**config.mk**
```make
export PLATFORM = sky130hd
export DESIGN_NAME = reg_file_sb
export DESIGN_NICKNAME = d
export VERILOG_FILES = /design/src/rtl/reg_file_pkg.sv /design/src/rtl/reg_file_sb_scoreboard.sv /design/src/rtl/reg_file_sb.sv
export SDC_FILE = /design/constraint.sdc
export NUM_CORES = 2
export LEC_CHECK = 0
export BUFFER_PORTS_ARGS = -buffer_cell sky130_fd_sc_hd__clkbuf_2
export CORE_AREA = 4 4 327 329
export CTS_CLUSTER_SIZE = 16
export DETAILED_ROUTE_END_ITERATION = 8
export DIE_AREA = 0 0 331 333
export PLACE_DENSITY_LB_ADDON = 0.05
export REMOVE_ABC_BUFFERS = 1
export SETUP_SLACK_MARGIN = 0.15
export SLEW_MARGIN = 0
export SYNTH_ARGS = -nofsm -noshare
export SYNTH_HDL_FRONTEND = slang
export SYNTH_HIERARCHICAL = 1
export SYNTH_SLANG_ARGS = --single-unit
```
**constraint.sdc**
```tcl
create_clock -name clk -period 3.45 [get_ports clk]
set_clock_uncertainty 0.15 [all_clocks]
set_input_delay 0 -clock clk [delete_from_list [all_inputs] [get_ports clk]]
set_output_delay 0 -clock clk [all_outputs]
set_load 0.01 [all_outputs]
```
**src/rtl/reg_file_pkg.sv**
```systemverilog
// Shared constants and types for the parametrised register file with scoreboard.
package reg_file_pkg;
    localparam int DEFAULT_DATA_W = 32;
    localparam int DEFAULT_ADDR_W = 5;
    localparam int ZERO_REG       = 0;

    typedef logic [DEFAULT_ADDR_W-1:0] rd_port_t;
endpackage

```
**src/rtl/reg_file_sb_scoreboard.sv**
```systemverilog
// Pending-write scoreboard: one busy bit per register, set wins over clear on the same index.
module reg_scoreboard
    import reg_file_pkg::*;
#(
    parameter int ADDR_W = DEFAULT_ADDR_W,
    parameter int NREGS  = 2**ADDR_W
) (
    input  logic              clk,
    input  logic              rst_n,
    input  logic              set_en,
    input  logic [ADDR_W-1:0] set_idx,
    input  logic              clr_en,
    input  logic [ADDR_W-1:0] clr_idx,
    output logic [NREGS-1:0]  bits
);
    localparam logic [ADDR_W-1:0] ZERO_IDX = ADDR_W'(ZERO_REG);

    // Set is applied after clear so a newly issued producer keeps the register pending.
    always_ff @(posedge clk) begin
        if (!rst_n) begin
            bits <= '0;
        end else begin
            if (clr_en && clr_idx != ZERO_IDX)
                bits[clr_idx] <= 1'b0;
            if (set_en && set_idx != ZERO_IDX)
                bits[set_idx] <= 1'b1;
        end
    end
endmodule

```
**src/rtl/reg_file_sb.sv**
```systemverilog
// Multi-port register file with WB->ID bypass and busy scoreboard.
// Optional write/read tracing under REG_FILE_TRACE_EN.
module reg_file_sb
    import reg_file_pkg::*;
#(
    parameter int DATA_W = DEFAULT_DATA_W,
    parameter int ADDR_W = DEFAULT_ADDR_W,
    parameter int NUM_RD = 2
) (
    input  logic                     clk,
    input  logic                     rst_n,
    input  logic                     RegWrite,
    input  logic [ADDR_W-1:0]        WN,
    input  logic [DATA_W-1:0]        WD,
    input  logic [NUM_RD*ADDR_W-1:0] RN,
    output logic [NUM_RD*DATA_W-1:0] RD,
    input  logic                     busy_set,
    input  logic [ADDR_W-1:0]        busy_wn,
    output logic [NUM_RD-1:0]        busy
);
    localparam int unsigned       NREGS    = 2**ADDR_W;
    localparam logic [ADDR_W-1:0] ZERO_IDX = ADDR_W'(ZERO_REG);

    logic [DATA_W-1:0] regs [NREGS];
    logic [NREGS-1:0]  sb_bits;

    always_ff @(posedge clk) begin
        if (!rst_n) begin
            for (int unsigned i = 0; i < NREGS; i++)
                regs[i] <= '0;
        end else if (RegWrite && WN != ZERO_IDX) begin
            regs[WN] <= WD;
        end
    end

    reg_scoreboard #(
        .ADDR_W (ADDR_W),
        .NREGS  (NREGS)
    ) u_sb (
        .clk     (clk),
        .rst_n   (rst_n),
        .set_en  (busy_set),
        .set_idx (busy_wn),
        .clr_en  (RegWrite),
        .clr_idx (WN),
        .bits    (sb_bits)
    );

    for (genvar k = 0; k < NUM_RD; k++) begin : g_rd
        logic [ADDR_W-1:0] rn;
        logic              hit;
        logic [DATA_W-1:0] rd;

        assign rn  = RN[k*ADDR_W +: ADDR_W];
        assign hit = RegWrite && (WN == rn);

        always_comb begin
            if (rn == ZERO_IDX)
                rd = '0;
            else if (hit)
                rd = WD;
            else
                rd = regs[rn];
        end

        assign RD[k*DATA_W +: DATA_W] = rd;
        // A value arriving on the bypass this cycle already resolves the hazard.
        assign busy[k] = sb_bits[rn] & ~hit & (rn != ZERO_IDX);
    end

`ifdef REG_FILE_TRACE_EN
    logic [DATA_W-1:0] rd_prev [NUM_RD];

    always_ff @(posedge clk) begin
        if (rst_n && RegWrite && WN != ZERO_IDX)
            $display("%0t, reg_file[%0d] <= %h (Write)", $time / 10, WN, WD);
        for (int unsigned k = 0; k < NUM_RD; k++) begin
            if (RD[k*DATA_W +: DATA_W] != rd_prev[k])
                $display("%0t, read port %0d data %h", $time / 10, k, RD[k*DATA_W +: DATA_W]);
            rd_prev[k] <= RD[k*DATA_W +: DATA_W];
        end
    end
`endif
endmodule

```
### Word-level counts from Yosys, hierarchy flattened

Memories as Yosys holds them, arrays and structs flattened.
Index checks and enable logic that the tools add are counted.

| word-level totals | value |
|---|---|
| memories | 1 |
| output and inout bits | 66 |
| memory bits (writable) | 1024 |
| word-level logic and storage cells | 54 |
| register bits | 32 |
| input bits | 56 |

Memories:

| memory | words | bits a word | rd ports | clocked after Yosys merged registers in | write ports | RTL line | RTL |
|---|---|---|---|---|---|---|---|
| regs | 32 | 32 | 2 | 0 | 32 | reg_file_sb.sv:24 | `logic [DATA_W-1:0] regs [NREGS];` |

| cells by class | value |
|---|---|
| mux-type cells | 22 |
| equality and inequality tests | 2 |
| reductions and logical operators | 13 |
| bitwise gates (word level) | 9 |
| $lt $le $gt $ge | 6 |

Operators with widths:

| kind | number |
|---|---|
| $mux W32 | 8 |
| $and A32 B32 Y32 | 1 |
| $not A32 Y32 | 1 |
| $or A32 B32 Y32 | 1 |
| $reduce_or A32 Y1 | 1 |
| $lt A5 B6 Y1 const B | 4 |
| $reduce_bool A5 Y1 | 4 |
| $bmux W1 S5 | 2 |
| $demux W1 S5 | 2 |
| $eq A5 B5 Y1 | 2 |
| $ge A5 B1 Y1 const B | 2 |
| $logic_not A5 Y1 | 2 |
| $mux W1 | 9 |
| $logic_and A1 B1 Y1 | 6 |
| $mux W5 | 1 |
| $and A1 B1 Y1 | 4 |
| $not A1 Y1 | 2 |

### Logic depth before layout (Yosys ltp)

| logic depth | value |
|---|---|
| depth in word-level cells | 10 |
| depth in mapped cells | 10 |
| gate-level depth less buffers | 5 |

### Modules after synthesis

The synthesis kept the hierarchy.

Modules (own cells, without submodules):

| module | area each (µm²) | sequential area each (µm²) | times used | cells each |
|---|---|---|---|---|
| reg_file_sb | 55324.3 | 30749.5 | 1 | 3700 |
| reg_scoreboard | 1358.8 | 640.6 | 1 | 137 |

### Worst setup path after synthesis

Ideal clock, no wire load.

| path | value |
|---|---|
| path kind | in2reg |
| start point | input port WN[2] |
| end point | memory regs[8][0] in the netlist's numbering, enable pin |
| data arrival time | 3.091 ns |
| setup slack | -0.256 ns |
| stages | 4 |
| data required time | 2.834 ns |
| library setup time | 0.466 ns |
| buffers on the path | 2 |
| path through | buf_2 -> or3b_2 -> clkbuf_1 -> o21ai_0 |

RTL lines:

| element | RTL line | RTL |
|---|---|---|
| from (decl) | reg_file_sb.sv:13 | `input logic [ADDR_W-1:0] WN,` |
| to (decl) | reg_file_sb.sv:24 |  |

==> metrics.txt <==
status=finished clean; Max-slew headroom=21.90%; drt pass-1 iters=6; H-tree depth=3; worst-path fanout max=2; DP Wirelength=~130000 um; Gate power share=a little over an eighth; Slew Limit Fails=0; final critical-path share of the clock period=a little over nine tenths; initial antenna violation count=5; first-pass GRT wire length=286500 um; Congestion Overflow GR=0; largest cells by area after synthesis=edfxtp_1 54%, mux4_2 18%, and2_1 11%, mux2i_1 3.4%, clkbuf_1 2.0%; Worst-Skew Late Latency=690 ps; Critical Path RT=between 3000 and 4000 ps; Peak VDD IR=roughly 0.42 mV; Leak Pwr=between 20 and 25 nW; CP Cell Sequence=mux4_2, a22o_1, a2111oi_2, a31oi_1, a22o_1, clkbuf_2; placer congestion estimate=~0.92; most common cell in the netlist=edfxtp_1; Startpoint Class=register; Via Count=slightly below 40000; design area=approximately 64000 um2; share of power burned in registers=between 40% and 50%; initial core utilization=between 50% and 60%; Placeable Area=103500 um2; initial detailed-routing violation count=about 5500; GR Util met2=between 50% and 60%; DIE AREA=roughly 110000 um2; CTS tree=built; clk sink count=approximately 1100; Post-route DRC=0; die height=between 300 and 400 um; met3 Use GR=under 10%; number of global-route vias before repair=roughly 39000; Syn. warnings=6; Nets=4028; final hold violations=0; routed wire length per instance=37.24 um; delay-heaviest family, CP=compound AO/OA/AOI/OAI gates; fmax=between 300 and 400 MHz; area of the multi-input gates=~24000 um2; area grow syn2layout=13.53%; Area after DPL=60130 um2; RSZ-0062 raised after global routing=false; share of the synthesized area in the top cell type=a little over half; worst setup path class=reg2out; CP Capture Type=primary output; Filler cells=between 7000 and 8000; Pwr Total=between 30 and 40 mW; cell taking the most area after synthesis=edfxtp_1; arrival time at the worst endpoint=approximately 3100 ps; worst setup margin=between 150 and 200 ps; fraction of layout cells with a size suffix above 1=between 20% and 30%; DIE WIDTH=between 300 and 400 um; Max stage delay on crit path=slightly below 600 ps; Post-synth top cells=1024 x edfxtp_1, 997 x and2_1, 449 x mux4_2, 296 x clkbuf_1, 193 x mux2i_1; total wire length=between 200000 and 250000 um; I/O pin count=about 120; final setup fails=0; vias per inst=7.053; Syn Area/Cell=between 10 and 15 um2; clock share of power=between 30% and 40%; Unique masters post-synth=just over 60; cell mode on critical path=a22o_1; remaining antenna violation count=0; min Tclk post-route=around 3300 ps; maximum number of pins on one net before global-route repair=slightly above 70; Gate Count Post-Synth=3837; Post-synth top flop=edfxtp_1; global-route met1 utilization=just under 50%; cell area after synthesis=around 57000 um2; clock slew at reported path FFs=around 60 ps; PortBufs=about 120; FP Rows=around 120; CTS root buf=clkbuf_16; FF+latch count, synth=roughly 1100; sw frac=25.49%; slowest CP cell=a2111oi_2; switching power=7.994 mW; dpl ws=slightly above 300 ps; internal power=around 23 mW; GRT Resource Usage Total=about 37%; setup bufs post-CTS=0; # Max-Cap Violations=0; type of the most critical hold path=in2reg; crit path buf inv count=1; GRT busiest layer=met2; Pwr Density=487.3 nW/um2; worst slew pin tran=approximately 1200 ps; Post-synth ARST share=0%; CTS Buf Count=118; register area=around 31000 um2; Max Root-Sink Buffers=3; EDFF count, synth=roughly 1000; sequential area share after synthesis=between 50 and 60%
final cells by class:
type	instances	area share (%)
sequential	1056	48.78
multi-input combinational	2387	37.40
timing repair buffer	408	5.512
clock buffer	148	4.796
tap	1380	2.683
clock inverter	66	0.8224
antenna	2	0.007777
inverter	1	0.005833
per-layer routing:
layer | routed length (um) | vias to the layer above
li1 | - | 15210
met5 | 7 | -
met4 | 13780 | 2
met1 | 72880 | 19880
met2 | 94030 | 2776
met3 | 22190 | 558
repair_timing:
item,CTS,global route
cloned,0,0
gates resized for setup,4,3
endpoints found under the hold margin,642,0
hold buffers,55,0
pin swaps,0,0
endpoints found under the setup margin,4,3
flip-flops by register name, indices dropped and copies added (netlist names):
name	cells
regs	1024
u_sb/bits	32
layout by cell type, fill, tap and decap left out, drive strengths merged, types with 16 or more instances in the layout:
| master | n |
|---|---|
| mux2i | 193 |
| dlygate4sd3 | 55 |
| nand2 | 34 |
| a22o | 71 |
| conb | 32 |
| nand3 | 19 |
| nor2b | 16 |
| dfxtp | 32 |
| o22ai | 59 |
| and2 | 997 |
| clkinv | 53 |
| buf | 241 |
| o21ai | 62 |
| a211oi | 23 |
| clkbuf | 260 |
| o221ai | 34 |
| edfxtp | 1024 |
| a22oi | 92 |
| o211ai | 38 |
| nor2 | 43 |
| a21oi | 73 |
| a2111oi | 28 |
| mux4 | 449 |
stage by stage:
stage / util (%) / TNS [ps] / hold slack (ps) / std cells
after floorplan: - / -21960 / -22.71 / 3444
after global placement: 58.10 / 0 / 256.7 / 5177
after detailed placement: 58.10 / 0 / 257.8 / 5177
after CTS: 62.16 / 0 / 0.9923 / 5446
after global routing: 62.18 / 0 / 67.40 / 5446
final: 62.18 / 0 / 49.98 / 5448
power groups by stage:
stage | sequential, mW | combinational (mW) | clock (mW)
final | 15.1 | 4.15 | 12.1
after global routing | 15.2 | 4.27 | 12.7
after CTS | 15.1 | 4.09 | 12.2
after detailed placement | 15.4 | 4.03 | 0
after global placement | 15.3 | 4.00 | 0
after floorplan | 15.3 | 1.93 | 0
kinds of logic after synthesis:
logic type             Yosys count  synth area share (%)
other                            1              0.006616
flip-flops                    1056                 55.38
multiplexers                   644                 21.29
XOR/XNOR                        10                0.1545
buffers and inverters          425                 3.483
AND/OR/NAND/NOR               1168                 12.68
AO/OA/AOI/OAI                  533                 7.013
path summary, 6_finish.rpt:
path	slack (ps)	cells after the start	from	end
setup / recovery	160	6	regs[15][30]	RD[30]
hold / removal	50	2	WD[12]	regs[5][12]
setup reg to reg	2060	3	u_sb/bits[27]	u_sb/bits[27]
hold reg to reg	350	1	u_sb/bits[0]	u_sb/bits[0]
Note: power is estimated with default switching activity, not from simulation.
